`config.mk`:
```
export PLATFORM = sky130hd
export DESIGN_NAME = sum_accumulator
export DESIGN_NICKNAME = d
export VERILOG_FILES = /design/src/rtl/sum_accumulator.sv
export SDC_FILE = /design/constraint.sdc
export NUM_CORES = 1
export LEC_CHECK = 0
export CAP_MARGIN = 30
export CORE_AREA = 3 3 106 108
export DETAILED_ROUTE_END_ITERATION = 16
export DIE_AREA = 0 0 109 111
export PLACE_DENSITY = 0.7
export SETUP_SLACK_MARGIN = 0.05
export SLEW_MARGIN = 15
export SYNTH_ARGS = -nofsm -noshare
export SYNTH_HDL_FRONTEND = slang
export SYNTH_SLANG_ARGS = --single-unit
```
`constraint.sdc`:
```
create_clock -name clk -period 3.06 [get_ports clk]
set_input_delay 0.459 -clock clk [delete_from_list [all_inputs] [get_ports clk]]
set_output_delay 0.459 -clock clk [all_outputs]
set_load 0.01 [all_outputs]
```
`src/rtl/sum_accumulator.sv`:
```
// sum_accumulator: accumulates a programmable-length burst of sums into a wide total behind valid/ready handshakes
module sum_accumulator #(
    parameter int DATA_W = 32,
    parameter int ACC_W  = 40,
    parameter int CNT_W  = 8
) (
    input  logic              clk,
    input  logic              rst_n,
    input  logic              clear,
    input  logic              in_valid,
    output logic              in_ready,
    input  logic [DATA_W-1:0] in_sum,
    input  logic [CNT_W-1:0]  burst_len,
    output logic              out_valid,
    input  logic              out_ready,
    output logic [ACC_W-1:0]  out_acc,
    output logic [CNT_W-1:0]  out_count,
    output logic              out_ovf
);
    typedef enum logic [1:0] {IDLE, ACCUM, HOLD} state_t;

    state_t           state;
    logic [CNT_W-1:0] len_q;
    logic             beat;
    logic [CNT_W-1:0] eff_len;
    logic [CNT_W-1:0] next_count;
    logic [ACC_W:0]   sum_wide;

    assign beat       = in_valid && in_ready;
    assign eff_len    = (burst_len == '0) ? CNT_W'(1) : burst_len;
    assign next_count = out_count + CNT_W'(1);
    assign sum_wide   = {1'b0, out_acc} + (ACC_W + 1)'(in_sum);

    // Burst FSM; every output is a register so the downstream sees a clean boundary
    always_ff @(posedge clk or negedge rst_n) begin
        if (!rst_n) begin
            state     <= IDLE;
            in_ready  <= 1'b0;
            out_valid <= 1'b0;
            out_acc   <= '0;
            out_count <= '0;
            out_ovf   <= 1'b0;
            len_q     <= '0;
        end else if (clear) begin
            state     <= IDLE;
            in_ready  <= 1'b1;
            out_valid <= 1'b0;
            out_acc   <= '0;
            out_count <= '0;
            out_ovf   <= 1'b0;
        end else begin
            case (state)
                IDLE: begin
                    in_ready <= 1'b1;
                    if (beat) begin
                        len_q     <= eff_len;
                        out_acc   <= ACC_W'(in_sum);
                        out_count <= CNT_W'(1);
                        out_ovf   <= 1'b0;
                        if (eff_len == CNT_W'(1)) begin
                            state     <= HOLD;
                            in_ready  <= 1'b0;
                            out_valid <= 1'b1;
                        end else begin
                            state <= ACCUM;
                        end
                    end
                end
                ACCUM: begin
                    if (beat) begin
                        out_acc   <= sum_wide[ACC_W-1:0];
                        out_ovf   <= out_ovf | sum_wide[ACC_W];
                        out_count <= next_count;
                        if (next_count == len_q) begin
                            state     <= HOLD;
                            in_ready  <= 1'b0;
                            out_valid <= 1'b1;
                        end
                    end
                end
                HOLD: begin
                    if (out_ready) begin
                        state     <= IDLE;
                        in_ready  <= 1'b1;
                        out_valid <= 1'b0;
                    end
                end
                default: begin
                    state     <= IDLE;
                    in_ready  <= 1'b0;
                    out_valid <= 1'b0;
                end
            endcase
        end
    end
endmodule

```
==> qor.yml, run 1 <==
synthesis:
  syn-mean-instance-area_sq_um: 8.26
  yosys_warnings: 0
  synth_top_family_by_area: "compound AO/OA/AOI/OAI gates"
  synth_compound_area_share_pct: 24.5
  synth_seq_cells: 61
  synth_simple_gate_area_share_pct: 20.0
  synth_sequential_area_ratio_pct: 32.9
  synth-main-ff-cell: "sky130_fd_sc_hd__dfrtp_1"
  synth_xor_xnor_area_share_pct: 6.98
  async_reset_ff_share_pct: 100
  synth_edf_count: 0
  synth_mux_area_share_pct: 2.91
  synth_cells: 562
  netlist-cell-type-count: 57
  yosys.area_share.adder_pct: 9.33
  postSynthNetCount: 641
  post_synth_instance_area_sq_mm: 0.00464
global_routing:
  grt_max_degree: 41
  grt_first_pass_wirelength_microns: 23400
  track_usage_pct: 23.6
  global_route.peak_usage_layer: "met2"
  globalRouteMet2Util_pct: 38.9
  vias_in_the_first_global_route: 4738
  global_route_track_usage_on_met3_pct: 3.44
  grt_util_met1_pct: 32.2
  grt.overflow.total: 0
  grt_antenna_before_repair: 0
cts:
  clock-root-buffer: "sky130_fd_sc_hd__clkbuf_8"
  hold_buffers: 0
  cts_tree: "yes"
  clk_latency_ns: 0.35
  clk_transition_reported_paths_ns: 0.08
  cts_buffers: 9
  cts_max_level: 3
  ctsLongestPathBuffers: 2
  cts_sinks: 61
sta:
  tightestPinTransition_ns: 0.758
  maxSlewViolCount: 0
  clock-skew-final_ns: 0.00842
  period_share_pct: 94.1
  hold_violations: 0
  fmax_ghz: 0.347
  slew_headroom_pct: 49.5
  timing.hold.ws_ns: 0.0885
  rsz_0062_raised_after_global_routing: "false"
  final.min_clock_period_ns: 2.88
  report.final.setup_viol: 0
worst_setup_path:
  cp.arrival_ns: 3.15
  criticalPathCategory: "register to register"
  crit_path_end_kind: "register"
  startpoint_type: "register"
  critical_path_peak_fanout: 3
  required_ns: 3.34
run_status:
  status: "finished, final reports clean"
layout:
  layout.cells.most_common: "sky130_fd_sc_hd__clkdlybuf4s50_1"
  area_delta_synth_final_pct: 37.8
  post_route_cells_drive_above_1_share_pct: 15.2
  num_antenna_cells: 0
  layout.core_utilization_pct: 61.9
  layout.cells.most_common_list: "91 x sky130_fd_sc_hd__clkdlybuf4s50_1, 62 x sky130_fd_sc_hd__buf_4, 61 x sky130_fd_sc_hd__dfrtp_1, 58 x sky130_fd_sc_hd__nand2_1, 57 x sky130_fd_sc_hd__nor2_1"
  final_net_count: 783
routing:
  route.detailed.wl_per_inst_microns: 16.9
  route.final.wire_length_microns: 14300
  route.detailed.drc: 0
  avgViaCountPerCell: 5.80
  route.vias.total: 4903
  detailedRoute.firstIterationViolations: 252
  firstDrtPassIters: 5
  final_antenna_net_count: 0
die:
  coreArea_sq_mm: 0.0103
  num_io_pins: 96
  dieWidth_microns: 109
  start_util_pct: 44.9
  die_h_microns: 111
  area_enclosed_by_the_die_boundary_sq_mm: 0.0121
  number_of_placement_rows: 37
job:
  drv.max_cap_violation_count: 0
placement:
  finalWeightedCongestion: 0.964
  dp_hpwl_microns: 10400
  port_buffers: 95
worst_hold_path:
  timing.hold.worst.class: "primary input to async pin"
power_and_ir_drop:
  cellPowerDensity_mw_per_mm2: 525
  max_vdd_drop_v: 0.000296
  cellLeakagePower_nw: 2.78
[path summary, 6_finish.rpt]
check,to,from,slack [ns],cells past startpoint
max,out_acc[30],out_acc[0],0.18,13
min,out_acc[15],rst_n,0.09,1
max reg2reg,out_acc[30],out_acc[0],0.18,13
min reg2reg,out_ovf,out_ovf,0.50,1
max in group asynchronous,out_count[3],rst_n,2.02,2
min in group clk,out_acc[3],in_sum[3],0.48,3
[critical path: stages (launching register included)]
cell                       delay (ns)
sky130_fd_sc_hd__dfrtp_1         0.40
sky130_fd_sc_hd__ha_2            0.20
sky130_fd_sc_hd__inv_1           0.05
sky130_fd_sc_hd__fa_2            0.33
sky130_fd_sc_hd__and2b_2         0.25
sky130_fd_sc_hd__o31ai_4         0.08
sky130_fd_sc_hd__a21oi_4         0.17
sky130_fd_sc_hd__a21boi_2        0.10
sky130_fd_sc_hd__o311a_1         0.32
sky130_fd_sc_hd__or3_1           0.33
sky130_fd_sc_hd__nand3_2         0.10
sky130_fd_sc_hd__nand3_2         0.08
sky130_fd_sc_hd__mux2_4          0.30
sky130_fd_sc_hd__o21ai_2         0.10
[synth_stat cells (all sizes together), types with 13 or more instances]
cell type / n / area, sq um
a211oi: 13 / 97.6
a21oi: 52 / 272
clkbuf: 23 / 86.3
dfrtp: 61 / 1530
ha: 33 / 413
inv: 14 / 52.6
nand2: 59 / 221
nand3: 23 / 125
nor2: 58 / 218
nor3: 14 / 70.1
o21ai: 53 / 269
xnor2: 17 / 149
xor2: 20 / 175
[flip-flops by register name, summed over array words and instances, names as in the netlist]
signal,cells
out_ovf,1
state,2
in_ready,1
len_q,8
out_valid,1
out_acc,40
out_count,8
[layout make-up]
cell class	count	area, sq um
Fill cell	923	3930
Multi-Input combinational cell	461	3030
Sequential cell	61	1530
Timing Repair Buffer	157	1420
Tap cell	136	170
Clock buffer	9	124
Clock inverter	7	73.8
Inverter	14	52.6
[where the power goes]
group	switching [mW]	leakage (nW)	total [mW]	internal, mW
clock network	0.379	0.100	0.760	0.381
registers	0.131	0.803	1.06	0.924
logic	0.786	1.87	1.54	0.753
[through the flow]
stage	TNS (ns)	power, mW	cell area, sq um	instances	setup WS, ns
after global routing	0	3.57	6390	845	0.0402
after global placement	-5.59	2.50	6090	824	-0.421
after detailed placement	-7.53	2.54	6090	824	-0.468
final	0	3.35	6390	845	0.182
after floorplan	0	1.92	4640	562	0.167
after CTS	0	3.32	6320	842	0.0493
[cell families after synthesis]
family | count (synthesis)
buffers and inverters | 40
AO/OA/AOI/OAI | 179
AND/OR/NAND/NOR | 199
flip-flops | 61
multiplexers | 12
adder cells (fa/ha/maj) | 34
XOR/XNOR | 37
[timing repair]
action | CTS | global route
pin swaps | 8 | 8
endpoints found under the hold margin | 0 | 0
resized for setup | 7 | 7
endpoints found under the setup margin | 12 | 22
setup buffers | 2 | 3
gates cloned | 0 | 0
[routing by layer]
| layer | wire length, microns | vias to the layer above |
|---|---|---|
| li1 | - | 2355 |
| met1 | 6240 | 2371 |
| met2 | 6980 | 161 |
| met3 | 915 | 16 |
| met4 | 165 | 0 |
| met5 | 0 | - |
Note: power is estimated with default switching activity, not from simulation.
==> run 2, diff against run 1 <==
--- a/config.mk
+++ b/config.mk
@@ -11,6 +11,7 @@
 export DIE_AREA = 0 0 109 111
 export PLACE_DENSITY = 0.7
 export SETUP_SLACK_MARGIN = 0.05
+export SKIP_CTS_REPAIR_TIMING = 1
 export SLEW_MARGIN = 15
 export SYNTH_ARGS = -nofsm -noshare
 export SYNTH_HDL_FRONTEND = slang
==> qor.yml, run 2 (synthesis gave the netlist of run 1 again) <==
sta:
  hold_violations: 0  # unchanged
  clock-skew-final_ns: 0.00924  # +0.000813 ns
  fmax_ghz: 0.342  # -1.7%
  rsz_0062_raised_after_global_routing: "true"
  period_share_pct: 95.6  # +1.6 points
  final.min_clock_period_ns: 2.93  # +0.0487 ns
  tightestPinTransition_ns: 0.771  # +0.0124 ns
  report.final.setup_viol: 0  # unchanged
  maxSlewViolCount: 0  # unchanged
  slew_headroom_pct: 48.6  # -0.82 points
layout:
  layout.filler_cells: 922  # -0.11%
  regMostFlops: "out_acc"
  layout.core_utilization_pct: 62.0  # about the same
  post_route_cells_drive_above_1_share_pct: 15.3  # +0.022 points
  layoutNonFillerInstCount: 844  # -0.12%
  layout.cells.most_common_list: "92 x sky130_fd_sc_hd__clkdlybuf4s50_1, 61 x sky130_fd_sc_hd__dfrtp_1, 61 x sky130_fd_sc_hd__buf_4, 58 x sky130_fd_sc_hd__nand2_1, 57 x sky130_fd_sc_hd__nor2_1"
  num_antenna_cells: 0  # unchanged
  largest_regs: "out_acc (40), len_q (8), out_count (8)"
  final_net_count: 782  # -0.13%
  area_delta_synth_final_pct: 37.9  # about the same
  largest_register_ff_count: 40  # unchanged
  layout.cells.most_common: "sky130_fd_sc_hd__clkdlybuf4s50_1"
routing:
  route.detailed.wl_per_inst_microns: 16.9  # about the same
  final_antenna_net_count: 0  # unchanged
  detailedRoute.firstIterationViolations: 294  # +17%
  route.final.wire_length_microns: 14300  # about the same
  avgViaCountPerCell: 5.81  # +0.12%
  route.vias.total: 4903  # unchanged
  firstDrtPassIters: 5  # unchanged
  route.detailed.drc: 0  # unchanged
global_routing:
  grt_max_degree: 41  # unchanged
  track_usage_pct: 23.5  # -0.18 points
  grt.overflow.total: 0  # unchanged
  grt_antenna_before_repair: 0  # unchanged
  vias_in_the_first_global_route: 4735  # -0.063%
  grt_first_pass_wirelength_microns: 23300  # -0.65%
worst_setup_path:
  startpoint_type: "register"
  cp.arrival_ns: 3.20  # +0.05 ns
  required_ns: 3.34  # about the same
  timing.critical_path.max_delay_family: "simple AND/OR/NAND/NOR gates"
  critical_path_peak_fanout: 3  # unchanged
  cp.buffers_inverters: 1  # unchanged
  critPathMaxStageDelay_ns: 0.39  # about the same
  criticalPathCategory: "register to register"
  timing.reg2reg.setup_slack_ns: 0.13  # -0.05 ns
  rr_startpoint: "out_acc[0]"
  worst_r2r_endpoint: "out_acc[30]"
  slowest_stage: "sky130_fd_sc_hd__dfrtp_1"
  crit_path_end_kind: "register"
  cells_traversed_along_the_worst_timing_path: "ha_2 > inv_1 > fa_2 > and2b_2 > o31ai_4 > a21oi_4 > a21boi_4 > o311a_1 > or3_4 > nand3_4 > nand3_2 > mux2_4 > o21ai_2"
  reg2regPathDepth: 13  # unchanged
die:
  num_io_pins: 96  # unchanged
  die_h_microns: 111  # unchanged
  dieWidth_microns: 109  # unchanged
  coreArea_sq_mm: 0.0103  # unchanged
  area_enclosed_by_the_die_boundary_sq_mm: 0.0121  # unchanged
  number_of_placement_rows: 37  # unchanged
  start_util_pct: 44.9  # unchanged
placement:
  dp_hpwl_microns: 10400  # unchanged
  instance_count_after_placement_with_tap_cells_included: 824  # unchanged
  finalWeightedCongestion: 0.964  # unchanged
  port_buffers: 95  # unchanged
cts:
  cts_tree: "yes"
  clk_latency_ns: 0.35  # about the same
  clock-root-buffer: "sky130_fd_sc_hd__clkbuf_8"
  cts_max_level: 3  # unchanged
  ctsLongestPathBuffers: 2  # unchanged
  cts_buffers: 9  # unchanged
  cts_sinks: 61  # unchanged
  clk_transition_reported_paths_ns: 0.08  # about the same
power_and_ir_drop:
  max_vdd_drop_v: 0.000298  # +0.71%
  cellLeakagePower_nw: 2.78  # +0.13%
  cellPowerDensity_mw_per_mm2: 524  # about the same
worst_hold_path:
  timing.hold.worst.class: "primary input to async pin"
run_status:
  status: "finished, final reports clean"
job:
  drv.max_cap_violation_count: 0  # unchanged
## run 2: changes by cell type in the layout (fill, tap and decap cells not counted), sizes merged
cell / change
buf: -1
clkdlybuf4s50: +1
dlygate4sd2: -1
## run 2: area by class of cell
class                      count  area, sq um  share of cell area [%]
multi-input combinational    461         3040                    47.5
sequential                    61         1530                    23.9
timing repair buffer         156         1410                    22.0
tap                          136          170                    2.66
clock buffer                   9          124                    1.94
clock inverter                 7         73.8                    1.15
inverter                      14         52.6                   0.822
## run 2: worst max-delay path by stage
stage                     cells after the start     endpoint  slack (ns)        from
after global placement                       14  out_acc[30]       -0.42   in_sum[0]
after detailed placement                     14  out_acc[30]       -0.47   in_sum[0]
final                                        13  out_acc[30]        0.13  out_acc[0]
after floorplan                              13  out_acc[30]        0.17   in_sum[0]
after global routing                         13  out_acc[30]        0.03  out_acc[0]
after CTS                                    14  out_acc[30]       -0.13   in_sum[0]
## run 2: per-layer routing
layer	GRT usage, %	wire (microns)
met4	6.14	196
met1	31.8	6230
met2	38.7	7010
met3	3.44	843
met5	0	0
## run 2: power breakdown
group	leakage, nW	switching (mW)	internal (mW)
registers	0.803	0.131	0.924
logic	1.88	0.787	0.753
clock network	0.100	0.379	0.381
## run 2: per-stage QoR
stage / setup WS (ns) / area (sq um) / setup TNS (ns) / total power [mW] / hold WS [ns]
after floorplan: 0.167 / 4640 / 0 / 1.92 / 0.163
after global placement: -0.421 / 6090 / -5.59 / 2.50 / 0.472
after detailed placement: -0.468 / 6090 / -7.53 / 2.54 / 0.473
after CTS: -0.129 / 6280 / -0.444 / 3.31 / 0.102
after global routing: 0.0292 / 6400 / 0 / 3.57 / 0.128
final: 0.133 / 6400 / 0 / 3.35 / 0.0881
